<file path="src/rtl/encoder_event_arbiter.sv">
// ---------------------------------------------------------------------------
// encoder_event_arbiter
//   Shares one CPU event interface among NUM_ENC rotary-encoder front ends.
//   Pending "changed" flags are granted round-robin. Each grant is
//   acknowledged with a one-cycle enc_ack pulse. A compact event byte is
//   queued in a FIFO, and the channel's saturating 8-bit position counter is
//   stepped.
//
//   Ports
//     clk, reset        : clock, synchronous active-low reset
//     enc_change[]      : per-channel held change flag
//     enc_clkwise[]     : per-channel direction (1 = clockwise)
//     enc_ack[]         : one-cycle acknowledge, one-hot or zero
//     evt_rd_stb        : CPU pop strobe
//     evt_valid         : FIFO non-empty (interrupt level)
//     evt_data          : FIFO head {ch[2:0], cw, drop, 3'b0}, 0 when empty
//     fifo_count        : entries held
//     pos_clr[]         : per-channel counter clear to POS_INIT
//     pos_sel           : counter read select
//     pos_value         : registered counter of pos_sel, 0 if out of range
// ---------------------------------------------------------------------------

// Per-channel saturating position counter; a clear beats a same-cycle step.
module encoder_pos_counter #(
    parameter int POS_INIT = 0
) (
    input  logic       clk,
    input  logic       reset,
    input  logic       upd,
    input  logic       cw,
    input  logic       clr,
    output logic [7:0] pos
);
    logic [7:0] pos_q, pos_d;

    always_comb begin
        pos_d = pos_q;
        if (clr) begin
            pos_d = 8'(POS_INIT);
        end else if (upd) begin
            if (cw) begin
                if (pos_q != 8'hFF) pos_d = pos_q + 8'd1;
            end else begin
                if (pos_q != 8'h00) pos_d = pos_q - 8'd1;
            end
        end
    end

    always_ff @(posedge clk) begin
        if (!reset) pos_q <= 8'(POS_INIT);
        else        pos_q <= pos_d;
    end

    assign pos = pos_q;
endmodule

module encoder_event_arbiter #(
    parameter int NUM_ENC    = 4,
    parameter int FIFO_DEPTH = 8,
    parameter int POS_INIT   = 0
) (
    input  logic               clk,
    input  logic               reset,
    input  logic [NUM_ENC-1:0] enc_change,
    input  logic [NUM_ENC-1:0] enc_clkwise,
    output logic [NUM_ENC-1:0] enc_ack,
    input  logic               evt_rd_stb,
    output logic               evt_valid,
    output logic [7:0]         evt_data,
    output logic [4:0]         fifo_count,
    input  logic [NUM_ENC-1:0] pos_clr,
    input  logic [2:0]         pos_sel,
    output logic [7:0]         pos_value
);
    localparam int AW = $clog2(FIFO_DEPTH);

    typedef enum logic [1:0] {S_IDLE, S_ACK, S_RELEASE} state_t;

    state_t             state_q, state_d;
    logic [2:0]         grant_ch_q, grant_ch_d;
    logic [2:0]         last_q, last_d;
    logic               cw_q, cw_d;
    logic [NUM_ENC-1:0] enc_ack_q, enc_ack_d;
    logic [7:0]         mem_q [FIFO_DEPTH];
    logic [7:0]         mem_d [FIFO_DEPTH];
    logic [AW-1:0]      wr_ptr_q, wr_ptr_d, rd_ptr_q, rd_ptr_d;
    logic [4:0]         count_q, count_d;
    logic               drop_q, drop_d;
    logic [7:0]         pos_value_q, pos_value_d;

    logic [NUM_ENC-1:0][7:0] pos;
    logic [NUM_ENC-1:0]      pos_upd;

    // Round-robin pick: lowest requester above last_q, else lowest overall.
    logic [2:0] sel_hi, sel_lo, grant_sel;
    logic       found_hi, found_lo, sel_cw;

    always_comb begin
        sel_hi   = '0;
        sel_lo   = '0;
        found_hi = 1'b0;
        found_lo = 1'b0;
        for (int i = 0; i < NUM_ENC; i++) begin
            if (enc_change[i]) begin
                if (!found_lo) begin
                    found_lo = 1'b1;
                    sel_lo   = 3'(i);
                end
                if (!found_hi && (3'(i) > last_q)) begin
                    found_hi = 1'b1;
                    sel_hi   = 3'(i);
                end
            end
        end
        grant_sel = found_hi ? sel_hi : sel_lo;
        sel_cw    = 1'b0;
        for (int i = 0; i < NUM_ENC; i++) begin
            if (grant_sel == 3'(i)) sel_cw = enc_clkwise[i];
        end
    end

    for (genvar g = 0; g < NUM_ENC; g++) begin : g_pos
        assign pos_upd[g] = (state_q == S_ACK) && (grant_ch_q == 3'(g));
        encoder_pos_counter #(.POS_INIT(POS_INIT)) u_pos (
            .clk   (clk),
            .reset (reset),
            .upd   (pos_upd[g]),
            .cw    (cw_q),
            .clr   (pos_clr[g]),
            .pos   (pos[g])
        );
    end

    logic pop, push, accept;

    always_comb begin
        state_d     = state_q;
        grant_ch_d  = grant_ch_q;
        last_d      = last_q;
        cw_d        = cw_q;
        enc_ack_d   = '0;
        mem_d       = mem_q;
        wr_ptr_d    = wr_ptr_q;
        rd_ptr_d    = rd_ptr_q;
        count_d     = count_q;
        drop_d      = drop_q;
        pos_value_d = '0;

        // The ack pulse is loaded on entry to ACK so that it is a clean flop output.
        unique case (state_q)
            S_IDLE: begin
                if (|enc_change) begin
                    state_d    = S_ACK;
                    grant_ch_d = grant_sel;
                    cw_d       = sel_cw;
                    for (int i = 0; i < NUM_ENC; i++) begin
                        if (grant_sel == 3'(i)) enc_ack_d[i] = 1'b1;
                    end
                end
            end
            S_ACK: begin
                state_d = S_RELEASE;
                last_d  = grant_ch_q;
            end
            S_RELEASE: state_d = S_IDLE;
            default:   state_d = S_IDLE;
        endcase

        // A full FIFO still accepts if the same edge frees a slot.
        pop    = evt_rd_stb && (count_q != 5'd0);
        push   = (state_q == S_ACK);
        accept = push && ((count_q < 5'(FIFO_DEPTH)) || pop);

        if (accept) begin
            mem_d[wr_ptr_q] = {grant_ch_q, cw_q, drop_q, 3'b000};
            wr_ptr_d        = wr_ptr_q + AW'(1);
            drop_d          = 1'b0;
        end else if (push) begin
            drop_d = 1'b1;
        end
        if (pop) rd_ptr_d = rd_ptr_q + AW'(1);

        unique case ({accept, pop})
            2'b10:   count_d = count_q + 5'd1;
            2'b01:   count_d = count_q - 5'd1;
            default: count_d = count_q;
        endcase

        for (int i = 0; i < NUM_ENC; i++) begin
            if (pos_sel == 3'(i)) pos_value_d = pos[i];
        end
    end

    always_ff @(posedge clk) begin
        if (!reset) begin
            state_q     <= S_IDLE;
            grant_ch_q  <= '0;
            last_q      <= 3'(NUM_ENC - 1);
            cw_q        <= 1'b0;
            enc_ack_q   <= '0;
            wr_ptr_q    <= '0;
            rd_ptr_q    <= '0;
            count_q     <= '0;
            drop_q      <= 1'b0;
            pos_value_q <= 8'(POS_INIT);
        end else begin
            state_q     <= state_d;
            grant_ch_q  <= grant_ch_d;
            last_q      <= last_d;
            cw_q        <= cw_d;
            enc_ack_q   <= enc_ack_d;
            mem_q       <= mem_d;
            wr_ptr_q    <= wr_ptr_d;
            rd_ptr_q    <= rd_ptr_d;
            count_q     <= count_d;
            drop_q      <= drop_d;
            pos_value_q <= pos_value_d;
        end
    end

    assign enc_ack    = enc_ack_q;
    assign evt_valid  = (count_q != 5'd0);
    assign evt_data   = evt_valid ? mem_q[rd_ptr_q] : 8'h00;
    assign fifo_count = count_q;
    assign pos_value  = pos_value_q;
endmodule
</file>
<file path="config.mk">
export PLATFORM = sky130hd
export DESIGN_NAME = encoder_event_arbiter
export DESIGN_NICKNAME = d
export VERILOG_FILES = /design/src/rtl/encoder_event_arbiter.sv
export SDC_FILE = /design/constraint.sdc
export NUM_CORES = 1
export LEC_CHECK = 0
export BUFFER_PORTS_ARGS = -buffer_cell sky130_fd_sc_hd__buf_4
export CAP_MARGIN = 20
export CORE_AREA = 5 5 115 117
export CTS_BUF_LIST = sky130_fd_sc_hd__clkbuf_4 sky130_fd_sc_hd__clkbuf_8 sky130_fd_sc_hd__clkbuf_16
export DETAILED_ROUTE_END_ITERATION = 12
export DIE_AREA = 0 0 120 122
export PLACE_DENSITY = 0.69
export SLEW_MARGIN = 20
export SYNTH_ARGS = -nofsm -noshare
export SYNTH_HDL_FRONTEND = slang
export SYNTH_SLANG_ARGS = --single-unit
</file>
<file path="constraint.sdc">
create_clock -name clk -period 7.2 [get_ports clk]
set_clock_uncertainty 0.2 [all_clocks]
set_input_delay 1.08 -clock clk [delete_from_list [all_inputs] [get_ports clk]]
set_output_delay 1.08 -clock clk [all_outputs]
set_load 0.02 [all_outputs]
</file>
==> summary.log, run 1 <==
[logic_synthesis] Synth top area share 23.7%
[final_layout] Area growth, synth to finish 12.7%
[final_layout] Antenna diodes 0
[power_and_ir_drop] reported leakage power 2.28 nW
[final_layout] post-route insts no fill 734
[clocking] cts bufs inserted 9
[global_route] overall overflow remaining after global route 0
[logic_synthesis] flip-flop and latch count after synthesis 95
[worst_setup_path] startpoint of the worst register-to-register path fifo_count[1]
[final_layout] fill cell instance count of the final layout 1123
[clocking] Worst-Skew Late Latency 0.34 ns
[placement] routability congestion estimate 0.944
[worst_setup_path] path depth of the worst reg2reg path 9
[worst_setup_path] Critical Path Source Type register
[placement] total instance count after detailed placement 718
[min_path] number of stages on the worst hold path 2
[logic_synthesis] leading cell types by total area after synthesis sky130_fd_sc_hd__dfxtp_1 24%, sky130_fd_sc_hd__edfxtp_1 18%, sky130_fd_sc_hd__ha_1 6.8%
[timing] Max Transition Viols Final 0
[run] total of max-cap violations 0
[final_layout] fraction of layout cells with a size suffix above 1 12.7%
[final_layout] final layout net count 631
[logic_synthesis] fraction of the yosys area taken by sequential cells 41.8%
[logic_synthesis] arithmetic-cell share of the synthesized area counting full adders, half adders and majority gates 8.70%
[detailed_routing] WL/cell 15.8 um
[min_path] class of the tightest hold or removal check reg2reg
[logic_synthesis] combinational family with the most area after synthesis simple AND/OR/NAND/NOR gates
[timing] count of endpoints failing setup in the final report 0
[detailed_routing] DRT Wirelength 11.6 mm
[global_route] maximum number of pins on one net before global-route repair 36
[logic_synthesis] synth cell count leaders 63 x sky130_fd_sc_hd__dfxtp_1, 54 x sky130_fd_sc_hd__nor2_1, 38 x sky130_fd_sc_hd__nand2_1
[timing] post-route clock period utilization 46.7%
[timing] worst-case headroom to the max-slew limit 49.5%
[detailed_routing] Residual DRC 0
[timing] count of endpoints failing hold in the final timing report 0
[worst_setup_path] Register-to-Register Setup Slack 3.84 ns
[logic_synthesis] number of distinct library cells after synthesis 52
[logic_synthesis] portion of netlist area occupied by mux cells 6.40%
[worst_setup_path] critical-path cell with the highest stage delay sky130_fd_sc_hd__or4_4
[worst_setup_path] Buf/Inv on CP 0
[worst_setup_path] chain of cells forming the critical path or4_4, o21ai_0, nor2_1, fa_1, a21o_1, a21oi_1, nand3_1, and3_1, o311a_1
[floorplanning] height of the chip 122 um
[timing] unrepaired setup endpoints after global routing no
[power_and_ir_drop] maximum vdd drop 0.136 mV
[timing] transition time at the pin with the least slew margin 0.746 ns
[logic_synthesis] most common cell in the synthesized netlist sky130_fd_sc_hd__dfxtp_1
[floorplanning] Initial Utilization 43.4%
[logic_synthesis] async set-reset flop share out of synthesis 0%
[logic_synthesis] number of enable-type register cells in the synthesized netlist 32
[logic_synthesis] number of warnings printed during yosys synthesis 0
[clocking] number of levels the H-tree was split into 3
[worst_setup_path] Arrival @ worst endpoint 3.39 ns
[timing] Fin Hold WS 0.296 ns
[clocking] Sink Count 95
[timing] Final Worst Setup Slack 3.84 ns
[detailed_routing] router iterations before antenna repair 4
[global_route] total global-route track usage 16.6%
[logic_synthesis] mapped cell area 5320 um^2
[worst_setup_path] largest fanout on the critical path 6
[clocking] CTS clock-pin slew for the worst setup and hold paths 0.07 ns
[logic_synthesis] area share of and/or/nand/nor cells after synthesis 20.2%
[floorplanning] num rows 41
[logic_synthesis] primary flip-flop cell chosen by synthesis mapping sky130_fd_sc_hd__dfxtp_1
[timing] crit path time final 3.36 ns
[placement] number of port buffers 39
[global_route] number of global-route vias before repair 4108
[logic_synthesis] library cell occupying the most area in the post-synthesis netlist sky130_fd_sc_hd__dfxtp_1
[clocking] Longest Clk Path Bufs 2
[floorplanning] DIE WIDTH 120 um
[worst_setup_path] Reg2Reg Capture Point fifo_count[4]
[power_and_ir_drop] Cell Pwr Density 259 nW/um^2
[placement] post-place setup slack 3.80 ns
[worst_setup_path] top cell family by delay on the critical path compound AO/OA/AOI/OAI gates
[worst_setup_path] crit path capture type register
[final_layout] final core area utilization 48.9%
[logic_synthesis] area fraction in compound gates after synthesis 16.2%
[floorplanning] Die ar. 14600 um^2
[clocking] number of buffers inserted to repair setup after CTS 0
[detailed_routing] total number of vias 4155
[timing] Post-Route Setup TNS 0 ns
[logic_synthesis] XOR/XNOR Fraction of Synth Area 3.95%
[worst_setup_path] delay of the slowest critical-path stage 0.58 ns
[logic_synthesis] per-instance average area after synthesis 9.69 um^2
[placement] placed wire-length estimate 8.67 mm
[detailed_routing] violation count after the first detailed-routing iteration 187
[floorplanning] placeable core region 12300 um^2
[global_route] number of antenna violations at the first check in global routing 0
[worst_setup_path] CP required 7.24 ns
[clocking] Gates resized, CTS repair 0
[detailed_routing] residual antenna-violating net count after detailed routing 0
[clocking] CTS tree yes
[floorplanning] Top-Level Pins 44
[outcome] outcome complete, no violations
[clocking] clock root cell sky130_fd_sc_hd__clkbuf_16
[logic_synthesis] number of standard cells after synthesis 549
[min_path] launch point of the worst hold path last_q[0]
[min_path] end point of the most critical hold path last_q[0]
[timing] Peak Freq 298 MHz
[worst_setup_path] crit path kind reg2reg
[detailed_routing] routed vias/inst 5.66
[clocking] hold buffer count at cts 0
[global_route] first-pass GRT wire length 19.5 mm
-- per-stage QoR --
step                instance area [um^2]  total power, mW
finish                              5990             1.55
global route                        5990             1.64
CTS                                 5990             1.57
detailed placement                  5720             1.12
global placement                    5720             1.11
floorplan                           5330            0.983
-- registers in the layout, indices dropped and copies added, names as in the netlist, 3 cells and up --
register and cells:
mem_q 32, fifo_count 5, pos_value 8, g_pos.u_pos.pos 32, enc_ack 4, wr_ptr_q 3
rd_ptr_q 3
-- worst min-delay path: stages, from the launching register on --
cell	delay (ns)
sky130_fd_sc_hd__dfxtp_1	0.32
sky130_fd_sc_hd__nand2_1	0.06
sky130_fd_sc_hd__nand3_1	0.07
-- final cells by class --
type	count	area, um^2	area share, %
Multi-Input combinational cell	423	2960	49.4
Clock inverter	6	46.3	0.772
Sequential cell	95	2220	37.1
Clock buffer	10	233	3.88
Inverter	9	33.8	0.564
Timing Repair Buffer	41	308	5.13
Tap cell	150	188	3.13
-- layer usage --
metal	routed length [um]	global-route usage (%)
met1	5260	20.6
met2	5710	28.7
met3	408	3.71
met4	232	5.23
met5	0	0
-- layout by cell type, fill, tap and decap left out, types with 4 or more instances in the layout --
master	n
sky130_fd_sc_hd__mux2i_1	16
sky130_fd_sc_hd__xnor2_1	16
sky130_fd_sc_hd__dfxtp_1	63
sky130_fd_sc_hd__ha_1	29
sky130_fd_sc_hd__a21oi_1	33
sky130_fd_sc_hd__conb_1	4
sky130_fd_sc_hd__o31ai_1	4
sky130_fd_sc_hd__or4_1	6
sky130_fd_sc_hd__nor3_1	12
sky130_fd_sc_hd__nand2_1	38
sky130_fd_sc_hd__nand3_1	17
sky130_fd_sc_hd__clkbuf_16	9
sky130_fd_sc_hd__edfxtp_1	32
sky130_fd_sc_hd__xor2_1	8
sky130_fd_sc_hd__nor2b_1	17
sky130_fd_sc_hd__a21o_1	17
sky130_fd_sc_hd__a211oi_1	22
sky130_fd_sc_hd__nor2_1	54
sky130_fd_sc_hd__buf_4	41
sky130_fd_sc_hd__and2_1	7
sky130_fd_sc_hd__o21ai_0	21
sky130_fd_sc_hd__nand4_1	6
sky130_fd_sc_hd__nand2b_1	11
sky130_fd_sc_hd__and3_1	6
sky130_fd_sc_hd__nand3b_1	5
sky130_fd_sc_hd__or3_1	8
sky130_fd_sc_hd__fa_1	5
sky130_fd_sc_hd__inv_1	8
sky130_fd_sc_hd__nor4_1	7
sky130_fd_sc_hd__o211ai_1	10
sky130_fd_sc_hd__o221ai_1	9
sky130_fd_sc_hd__mux4_2	8
-- logic make-up after synthesis --
kind of cell | count (synthesis)
xor gates and xnor gates | 24
and+or+nand+nor | 207
adders and majority gates | 34
buffers and inverters | 34
AOI/OAI and AO/OA | 130
muxes | 24
other | 1
DFF | 95
-- how the worst max path moves through the flow --
stage | from | end | depth (start not counted)
after detailed placement | evt_rd_stb | fifo_count[4] | 9
after CTS | rd_ptr_q[0] | evt_data[5] | 4
final | fifo_count[1] | fifo_count[4] | 9
after floorplan | evt_rd_stb | fifo_count[4] | 9
after global routing | fifo_count[1] | fifo_count[4] | 9
after global placement | evt_rd_stb | fifo_count[4] | 9
-- report_power, final --
part / leakage [nW] / switching, mW / internal (mW)
Sequential: 0.808 / 0.0552 / 0.587
Clock: 0.134 / 0.203 / 0.240
Combinational: 1.34 / 0.261 / 0.206
Total: 2.28 / 0.520 / 1.03
No activity file was read; power rests on OpenSTA's default activity.
==> inputs of run 2 (changes only) <==
==> constraint.sdc (replaced) <==
create_clock -name clk -period 3.24 [get_ports clk]
set_clock_uncertainty 0.2 [all_clocks]
set_input_delay 0.486 -clock clk [delete_from_list [all_inputs] [get_ports clk]]
set_output_delay 0.486 -clock clk [all_outputs]
set_load 0.02 [all_outputs]
==> run 2 against run 1 <==
Routed wire length increased by 2.7%. Global-route usage increased by 0.43 points. Critical path depth did not move. Sequential share of layout area shrank 0.46 points. Critical path type unchanged. Critical endpoint unchanged. Largest cell class unchanged.
==> summary.log, run 2 (synthesized netlist as in run 1, its figures left out) <==
[clocking] cts bufs inserted 9 [unchanged]
[worst_setup_path] top cell family by delay on the critical path simple AND/OR/NAND/NOR gates
[timing] count of endpoints failing hold in the final timing report 0 [unchanged]
[clocking] Sink Count 95 [unchanged]
[worst_setup_path] crit path capture type register
[floorplanning] num rows 41 [unchanged]
[timing] Max Transition Viols Final 0 [unchanged]
[worst_setup_path] launching element of the worst setup path fifo_count[2]
[detailed_routing] WL/cell 16.1 um [+2.0%]
[global_route] number of antenna violations at the first check in global routing 0 [unchanged]
[min_path] class of the tightest hold or removal check in2reg
[outcome] outcome complete, no violations
[floorplanning] Top-Level Pins 44 [unchanged]
[power_and_ir_drop] Cell Pwr Density 591 nW/um^2 [+130%]
[power_and_ir_drop] maximum vdd drop 0.281 mV [+110%]
[final_layout] most common cell after layout, fill and taps aside sky130_fd_sc_hd__dfxtp_1
[clocking] clock root cell sky130_fd_sc_hd__clkbuf_16
[global_route] total global-route track usage 17.0% [+0.43 points]
[clocking] number of levels the H-tree was split into 3 [unchanged]
[worst_setup_path] CP required 3.28 ns [-3.96 ns]
[power_and_ir_drop] reported leakage power 2.32 nW [+1.8%]
[timing] Peak Freq 334 MHz [+12%]
[floorplanning] Die ar. 14600 um^2 [unchanged]
[worst_setup_path] critical-path cell with the highest stage delay sky130_fd_sc_hd__or4_4
[clocking] Longest Clk Path Bufs 2 [unchanged]
[worst_setup_path] Critical Path Source Type register
[worst_setup_path] path depth of the worst reg2reg path 9 [unchanged]
[detailed_routing] residual antenna-violating net count after detailed routing 0 [unchanged]
[timing] transition time at the pin with the least slew margin 0.726 ns [-0.0200 ns]
[worst_setup_path] Register-to-Register Setup Slack 0.25 ns [-3.59 ns]
[worst_setup_path] largest fanout on the critical path 5 [-1]
[worst_setup_path] number of gates on the worst path with buffers counted 9 [unchanged]
[placement] placed wire-length estimate 8.80 mm [+1.5%]
[clocking] CTS clock-pin slew for the worst setup and hold paths 0.07 ns [about the same]
[final_layout] highest-count cells in the layout ignoring fill and taps 63 x sky130_fd_sc_hd__dfxtp_1, 54 x sky130_fd_sc_hd__nor2_1, 45 x sky130_fd_sc_hd__buf_4
[detailed_routing] total number of vias 4270 [+2.8%]
[floorplanning] height of the chip 122 um [unchanged]
[clocking] number of buffers inserted to repair setup after CTS 0 [unchanged]
[final_layout] Area growth, synth to finish 14.1%
[timing] Post-Route Setup TNS 0 ns [unchanged]
[floorplanning] placeable core region 12300 um^2 [unchanged]
[timing] crit path time final 2.99 ns [-0.368 ns]
[placement] routability congestion estimate 0.934 [-1.1%]
[placement] number of port buffers 39 [unchanged]
[detailed_routing] routed vias/inst 5.78 [+2.1%]
[worst_setup_path] crit path capture fifo_count[4]
[power_and_ir_drop] overall power of the completed layout 3.59 mW [+130%]
[clocking] CTS tree yes
[worst_setup_path] Arrival @ worst endpoint 3.03 ns [-0.36 ns]
[floorplanning] Initial Utilization 43.4% [unchanged]
[timing] unrepaired setup endpoints after global routing no
[global_route] number of global-route vias before repair 4130 [+0.54%]
[timing] count of endpoints failing setup in the final report 0 [unchanged]
[timing] worst-case headroom to the max-slew limit 51.4% [+1.9 points]
[worst_setup_path] startpoint of the worst register-to-register path fifo_count[2]
[final_layout] fraction of layout cells with a size suffix above 1 13.4% [+0.74 points]
[worst_setup_path] Buf/Inv on CP 0 [unchanged]
[global_route] overall overflow remaining after global route 0 [unchanged]
[timing] post-route clock period utilization 92.3% [+46 points]
[run] total of max-cap violations 0 [unchanged]
[detailed_routing] Residual DRC 0 [unchanged]
[detailed_routing] DRT Wirelength 11.9 mm [+2.7%]
[final_layout] final layout net count 636 [+0.79%]
[floorplanning] DIE WIDTH 120 um [unchanged]
[detailed_routing] violation count after the first detailed-routing iteration 240 [+28%]
[worst_setup_path] chain of cells forming the critical path or4_4, o21ai_1, nor2_1, fa_1, a21o_1, a21oi_1, nand3_1, and3_1, o311a_1
[clocking] Worst-Skew Late Latency 0.35 ns [about the same]
[final_layout] Antenna diodes 0 [unchanged]
[detailed_routing] router iterations before antenna repair 5 [+1]
[global_route] maximum number of pins on one net before global-route repair 36 [unchanged]
[final_layout] fill cell instance count of the final layout 1115 [-0.71%]
[worst_setup_path] Reg2Reg Capture Point fifo_count[4]
[worst_setup_path] crit path kind reg2reg
[global_route] first-pass GRT wire length 20.0 mm [+2.3%]
[worst_setup_path] delay of the slowest critical-path stage 0.55 ns [-0.03 ns]
[run 2: repair_timing]
| action | CTS | global route |
|---|---|---|
| gates resized for setup | 0 | 1 |
| endpoints found under the setup margin | 0 | 1 |
| endpoints found under the hold margin | 0 | 0 |
| hold buffers | 0 | 0 |
[run 2: area by class of cell]
| cell class | count | area, um^2 | area share [%] |
|---|---|---|---|
| Inverter | 9 | 33.8 | 0.557 |
| Clock inverter | 7 | 78.8 | 1.30 |
| Tap cell | 150 | 188 | 3.09 |
| Sequential cell | 95 | 2220 | 36.6 |
| Timing Repair Buffer | 46 | 358 | 5.90 |
| Multi-Input combinational cell | 423 | 2960 | 48.8 |
| Clock buffer | 9 | 225 | 3.71 |
[run 2: worst min-delay path: cells and delay by family]
kind | cells | cell delay, ns
AO/OA/AOI/OAI | 1 | 0.14
multiplexers | 1 | 0.06
buffers and inverters | 1 | 0.08
[run 2: worst min path at each step]
stage                    from        end  slack [ns]  depth (start not counted)
4_1_cts        enc_clkwise[0]       cw_q        0.25                          3
2_1_floorplan       last_q[0]  last_q[0]        0.25                          2
3_3_place_gp        last_q[0]  last_q[0]        0.28                          2
3_5_place_dp        last_q[0]  last_q[0]        0.30                          2
6_report       enc_clkwise[0]       cw_q        0.25                          3
5_1_grt        enc_clkwise[0]       cw_q        0.27                          3
[run 2: per-stage QoR]
stage	worst slack, ns	std cells	util (%)	hold slack, ns	instance area [um^2]
after global placement	0.304	723	47.0	0.281	5770
final	0.249	739	49.5	0.255	6070
after floorplan	0.0666	552	-	0.255	5330
after CTS	0.173	739	49.5	0.249	6070
after detailed placement	0.213	723	47.0	0.298	5770
after global routing	0.0582	739	49.5	0.267	6070
[run 2: layer usage]
metal | GRT usage [%] | wire [um] | vias to the layer above
li1 | - | - | 2110
met1 | 20.2 | 5200 | 2075
met2 | 30.3 | 6130 | 68
met3 | 3.99 | 395 | 17
met4 | 5.58 | 197 | 0
met5 | 0 | 0 | -
[run 2: power breakdown]
group	internal, mW	switching (mW)
Clock	0.607	0.472
Combinational	0.488	0.611
Sequential	1.30	0.106
Total	2.40	1.19
==> inputs of run 3 (changes only) <==
--- a/config.mk
+++ b/config.mk
@@ -7,12 +7,13 @@
 export LEC_CHECK = 0
 export BUFFER_PORTS_ARGS = -buffer_cell sky130_fd_sc_hd__buf_4
 export CAP_MARGIN = 20
-export CORE_AREA = 5 5 115 117
+export CORE_AREA = 5 5 119 121
 export CTS_BUF_LIST = sky130_fd_sc_hd__clkbuf_4 sky130_fd_sc_hd__clkbuf_8 sky130_fd_sc_hd__clkbuf_16
 export DETAILED_ROUTE_END_ITERATION = 12
-export DIE_AREA = 0 0 120 122
+export DIE_AREA = 0 0 124 126
 export PLACE_DENSITY = 0.69
 export SLEW_MARGIN = 20
 export SYNTH_ARGS = -nofsm -noshare
 export SYNTH_HDL_FRONTEND = slang
+export SYNTH_HIERARCHICAL = 1
 export SYNTH_SLANG_ARGS = --single-unit
==> run 3 against run 2 <==
Synthesized cell count is 4.2% higher. Sequential power about the same. Sequential share of layout area down 2.0 points. Core utilization shrank 0.064 points. Combinational power hardly changed. Clock power about the same. Area after synthesis up 7.4%. Total power down 2.1%. Die area up 6.7%. Non-clock buffer count decreased by 3. Critical endpoint is now g_pos[1].u_pos/pos[7]. Largest cell class unchanged. Highest routed layer unchanged.
==> summary.log, run 3 <==
[outcome] outcome complete, no violations
[placement] dpl cell area 6110 um^2 [+6.1%]
[power_and_ir_drop] combinational power share 30.3% [-0.3 points]
[timing] crit path time final 2.88 ns [-0.113 ns]
[placement] routability congestion estimate 0.860 [-7.9%]
[clocking] hold buffer count at cts 0 [unchanged]
[power_and_ir_drop] part of the total power dissipated in sequential elements 39.9% [+0.6 points]
[floorplanning] Initial Utilization 44.0% [+0.62 points]
[global_route] number of global-route vias before repair 4273 [+3.5%]
[floorplanning] Die ar. 15600 um^2 [+6.7%]
[logic_synthesis] portion of netlist area occupied by mux cells 10.3% [+3.9 points]
[floorplanning] height of the chip 126 um [+3.3%]
[worst_setup_path] delay of the slowest critical-path stage 0.64 ns [+0.09 ns]
[timing] Peak Freq 347 MHz [+3.9%]
[power_and_ir_drop] Sw Pwr 1.16 mW [-2.5%]
[floorplanning] DIE WIDTH 124 um [+3.3%]
[timing] count of endpoints failing hold in the final timing report 0 [unchanged]
[logic_synthesis] leading cell types by total area after synthesis sky130_fd_sc_hd__dfxtp_1 22%, sky130_fd_sc_hd__edfxtp_1 17%, sky130_fd_sc_hd__ha_1 6.4%
[final_layout] post-layout instance area 6420 um^2 [+5.7%]
[detailed_routing] routed vias/inst 5.60 [-3.1%]
[worst_setup_path] Arrival @ worst endpoint 2.91 ns [-0.12 ns]
[final_layout] final core area utilization 49.4% [-0.064 points]
[global_route] first-pass GRT wire length 20.9 mm [+4.8%]
[final_layout] final layout net count 655 [+3.0%]
[timing] count of endpoints failing setup in the final report 0 [unchanged]
[timing] Final Worst Setup Slack 0.362 ns [+0.113 ns]
[final_layout] fraction of layout cells with a size suffix above 1 17.4% [+4.0 points]
[detailed_routing] router iterations before antenna repair 5 [unchanged]
[detailed_routing] DRT Wirelength 12.3 mm [+3.3%]
[power_and_ir_drop] Cell Pwr Density 547 nW/um^2 [-7.4%]
[final_layout] highest-count cells in the layout ignoring fill and taps 63 x sky130_fd_sc_hd__dfxtp_1, 51 x sky130_fd_sc_hd__nor2_1, 43 x sky130_fd_sc_hd__buf_4
[worst_setup_path] top cell family by delay on the critical path flip-flops
[worst_setup_path] largest fanout on the critical path 14 [+9]
[worst_setup_path] Buf/Inv on CP 1 [+1]
[floorplanning] placeable core region 13000 um^2 [+5.9%]
[power_and_ir_drop] maximum vdd drop 0.273 mV [-2.9%]
[clocking] Worst-Skew Late Latency 0.35 ns [about the same]
[final_layout] most common cell after layout, fill and taps aside sky130_fd_sc_hd__dfxtp_1
[worst_setup_path] crit path kind reg2reg
[min_path] class of the tightest hold or removal check in2reg
[detailed_routing] Residual DRC 0 [unchanged]
[logic_synthesis] number of warnings printed during yosys synthesis 6 [+6]
[worst_setup_path] crit path capture type register
[worst_setup_path] chain of cells forming the critical path inv_1, ha_1, o21a_1, nand2_1, or4_1, o2111a_1, mux2_4
[logic_synthesis] async set-reset flop share out of synthesis 0% [unchanged]
[logic_synthesis] flip-flop and latch count after synthesis 95 [unchanged]
[timing] transition time at the pin with the least slew margin 0.646 ns [-0.0797 ns]
[detailed_routing] residual antenna-violating net count after detailed routing 0 [unchanged]
[clocking] clock root cell sky130_fd_sc_hd__clkbuf_16
[timing] Fin Hold WS 0.230 ns [-0.0251 ns]
[timing] unrepaired setup endpoints after global routing no
[logic_synthesis] arithmetic-cell share of the synthesized area counting full adders, half adders and majority gates 7.75% [-0.95 points]
[clocking] Gates resized, CTS repair 0 [unchanged]
[final_layout] Area growth, synth to finish 12.3%
[worst_setup_path] critical-path cell with the highest stage delay sky130_fd_sc_hd__dfxtp_1
[global_route] maximum number of pins on one net before global-route repair 32 [-11%]
[logic_synthesis] area fraction in compound gates after synthesis 17.9% [+1.7 points]
[clocking] Sink Count 95 [unchanged]
[worst_setup_path] CP required 3.28 ns [about the same]
[logic_synthesis] synth cell count leaders 63 x sky130_fd_sc_hd__dfxtp_1, 51 x sky130_fd_sc_hd__nor2_1, 35 x sky130_fd_sc_hd__mux2i_1
[logic_synthesis] Synth top area share 22.1% [-1.6 points]
[timing] post-route clock period utilization 88.8% [-3.5 points]
[logic_synthesis] most common cell in the synthesized netlist sky130_fd_sc_hd__dfxtp_1
[logic_synthesis] number of distinct library cells after synthesis 75 [+44%]
[logic_synthesis] number of enable-type register cells in the synthesized netlist 32 [unchanged]
[floorplanning] Top-Level Pins 44 [unchanged]
[power_and_ir_drop] Clock power frac 29.8% [-0.3 points]
[detailed_routing] total number of vias 4393 [+2.9%]
[worst_setup_path] Critical Path Source Type register
[clocking] number of levels the H-tree was split into 3 [unchanged]
[timing] Post-Route Setup TNS 0 ns [unchanged]
[power_and_ir_drop] internal power consumption 2.35 mW [-1.9%]
[detailed_routing] WL/cell 15.7 um [-2.8%]
[timing] worst-case headroom to the max-slew limit 56.6% [+5.2 points]
[run] total of max-cap violations 0 [unchanged]
[clocking] number of buffers inserted to repair setup after CTS 0 [unchanged]
[floorplanning] num rows 42 [+2.4%]
[logic_synthesis] library cell occupying the most area in the post-synthesis netlist sky130_fd_sc_hd__dfxtp_1
[power_and_ir_drop] reported leakage power 2.41 nW [+3.7%]
[placement] post-place setup slack 0.356 ns [+0.144 ns]
[placement] placed wire-length estimate 9.20 mm [+4.6%]
[power_and_ir_drop] net switching share of the total power 33.0% [-0.15 points]
[global_route] number of antenna violations at the first check in global routing 0 [unchanged]
[detailed_routing] violation count after the first detailed-routing iteration 265 [+10%]
[logic_synthesis] area share of and/or/nand/nor cells after synthesis 18.1% [-2.1 points]
[placement] number of port buffers 39 [unchanged]
[global_route] total global-route track usage 16.6% [-0.44 points]
[global_route] overall overflow remaining after global route 0 [unchanged]
[clocking] cts bufs inserted 9 [unchanged]
[logic_synthesis] mapped cell area 5710 um^2 [+7.4%]
[logic_synthesis] combinational family with the most area after synthesis simple AND/OR/NAND/NOR gates
[clocking] CTS tree yes
[logic_synthesis] fraction of the yosys area taken by sequential cells 38.9% [-2.9 points]
[final_layout] Antenna diodes 0 [unchanged]
[logic_synthesis] primary flip-flop cell chosen by synthesis mapping sky130_fd_sc_hd__dfxtp_1
[clocking] CTS clock-pin slew for the worst setup and hold paths 0.07 ns [about the same]
[clocking] Longest Clk Path Bufs 2 [unchanged]
[logic_synthesis] per-instance average area after synthesis 9.99 um^2 [+3.1%]
[logic_synthesis] number of standard cells after synthesis 572 [+4.2%]
[timing] Max Transition Viols Final 0 [unchanged]
[logic_synthesis] XOR/XNOR Fraction of Synth Area 2.76% [-1.2 points]
-- run 3: stage by stage --
step                      power (mW)  std cells
after floorplan                 2.23        575
after global placement          2.46        769
after detailed placement        2.49        769
after CTS                       3.55        785
after global routing            3.72        785
final                           3.51        785
-- run 3: final timing paths --
| kind | startpoint | end | slack, ns | cells past startpoint |
|---|---|---|---|---|
| max | cw_q | g_pos[1].u_pos/pos[7] | 0.36 | 7 |
| min | evt_rd_stb | rd_ptr_q[1] | 0.23 | 3 |
| min reg2reg | last_q[0] | last_q[0] | 0.29 | 2 |
| max reg2reg | cw_q | g_pos[1].u_pos/pos[7] | 0.36 | 7 |
-- run 3: area by class of cell --
class                           count  area, um^2
Clock inverter                      5        43.8
Fill cell                        1186        6560
Tap cell                          176         220
Inverter                           23        86.3
Clock buffer                       11         253
Timing Repair Buffer               43         323
Sequential cell                    95        2220
Multi-Input combinational cell    432        3270
-- run 3: kinds of logic after synthesis --
| family | count (synthesis) |
|---|---|
| and+or+nand+nor | 191 |
| AOI/OAI and AO/OA | 139 |
| DFF | 95 |
| buffers and inverters | 48 |
| muxes | 47 |
| adders and majority gates | 33 |
| xor gates and xnor gates | 18 |
| other | 1 |
-- run 3: layer usage --
layer  up-vias  track usage (%)  share of wire (%)
met5         -                0                  0
met4         0             4.38                1.8
met1      2092             21.4                 45
met3        18             3.86                4.5
met2       104             27.7                 49
li1       2179                -                  -
-- run 3: worst reg2reg max path, cell delays in order (launching register included) --
cell and delay, ns:
sky130_fd_sc_hd__dfxtp_1 0.64, sky130_fd_sc_hd__inv_1 0.29, sky130_fd_sc_hd__ha_1 0.45, sky130_fd_sc_hd__o21a_1 0.17, sky130_fd_sc_hd__nand2_1 0.09, sky130_fd_sc_hd__or4_1 0.47, sky130_fd_sc_hd__o2111a_1 0.17, sky130_fd_sc_hd__mux2_4 0.29
-- run 3: power groups by stage --
stage	registers, mW	logic, mW	clock network (mW)
after global routing	1.41	1.19	1.12
final	1.40	1.07	1.05
after global placement	1.42	1.04	0
after floorplan	1.42	0.806	0
after CTS	1.40	1.07	1.07
after detailed placement	1.43	1.06	0
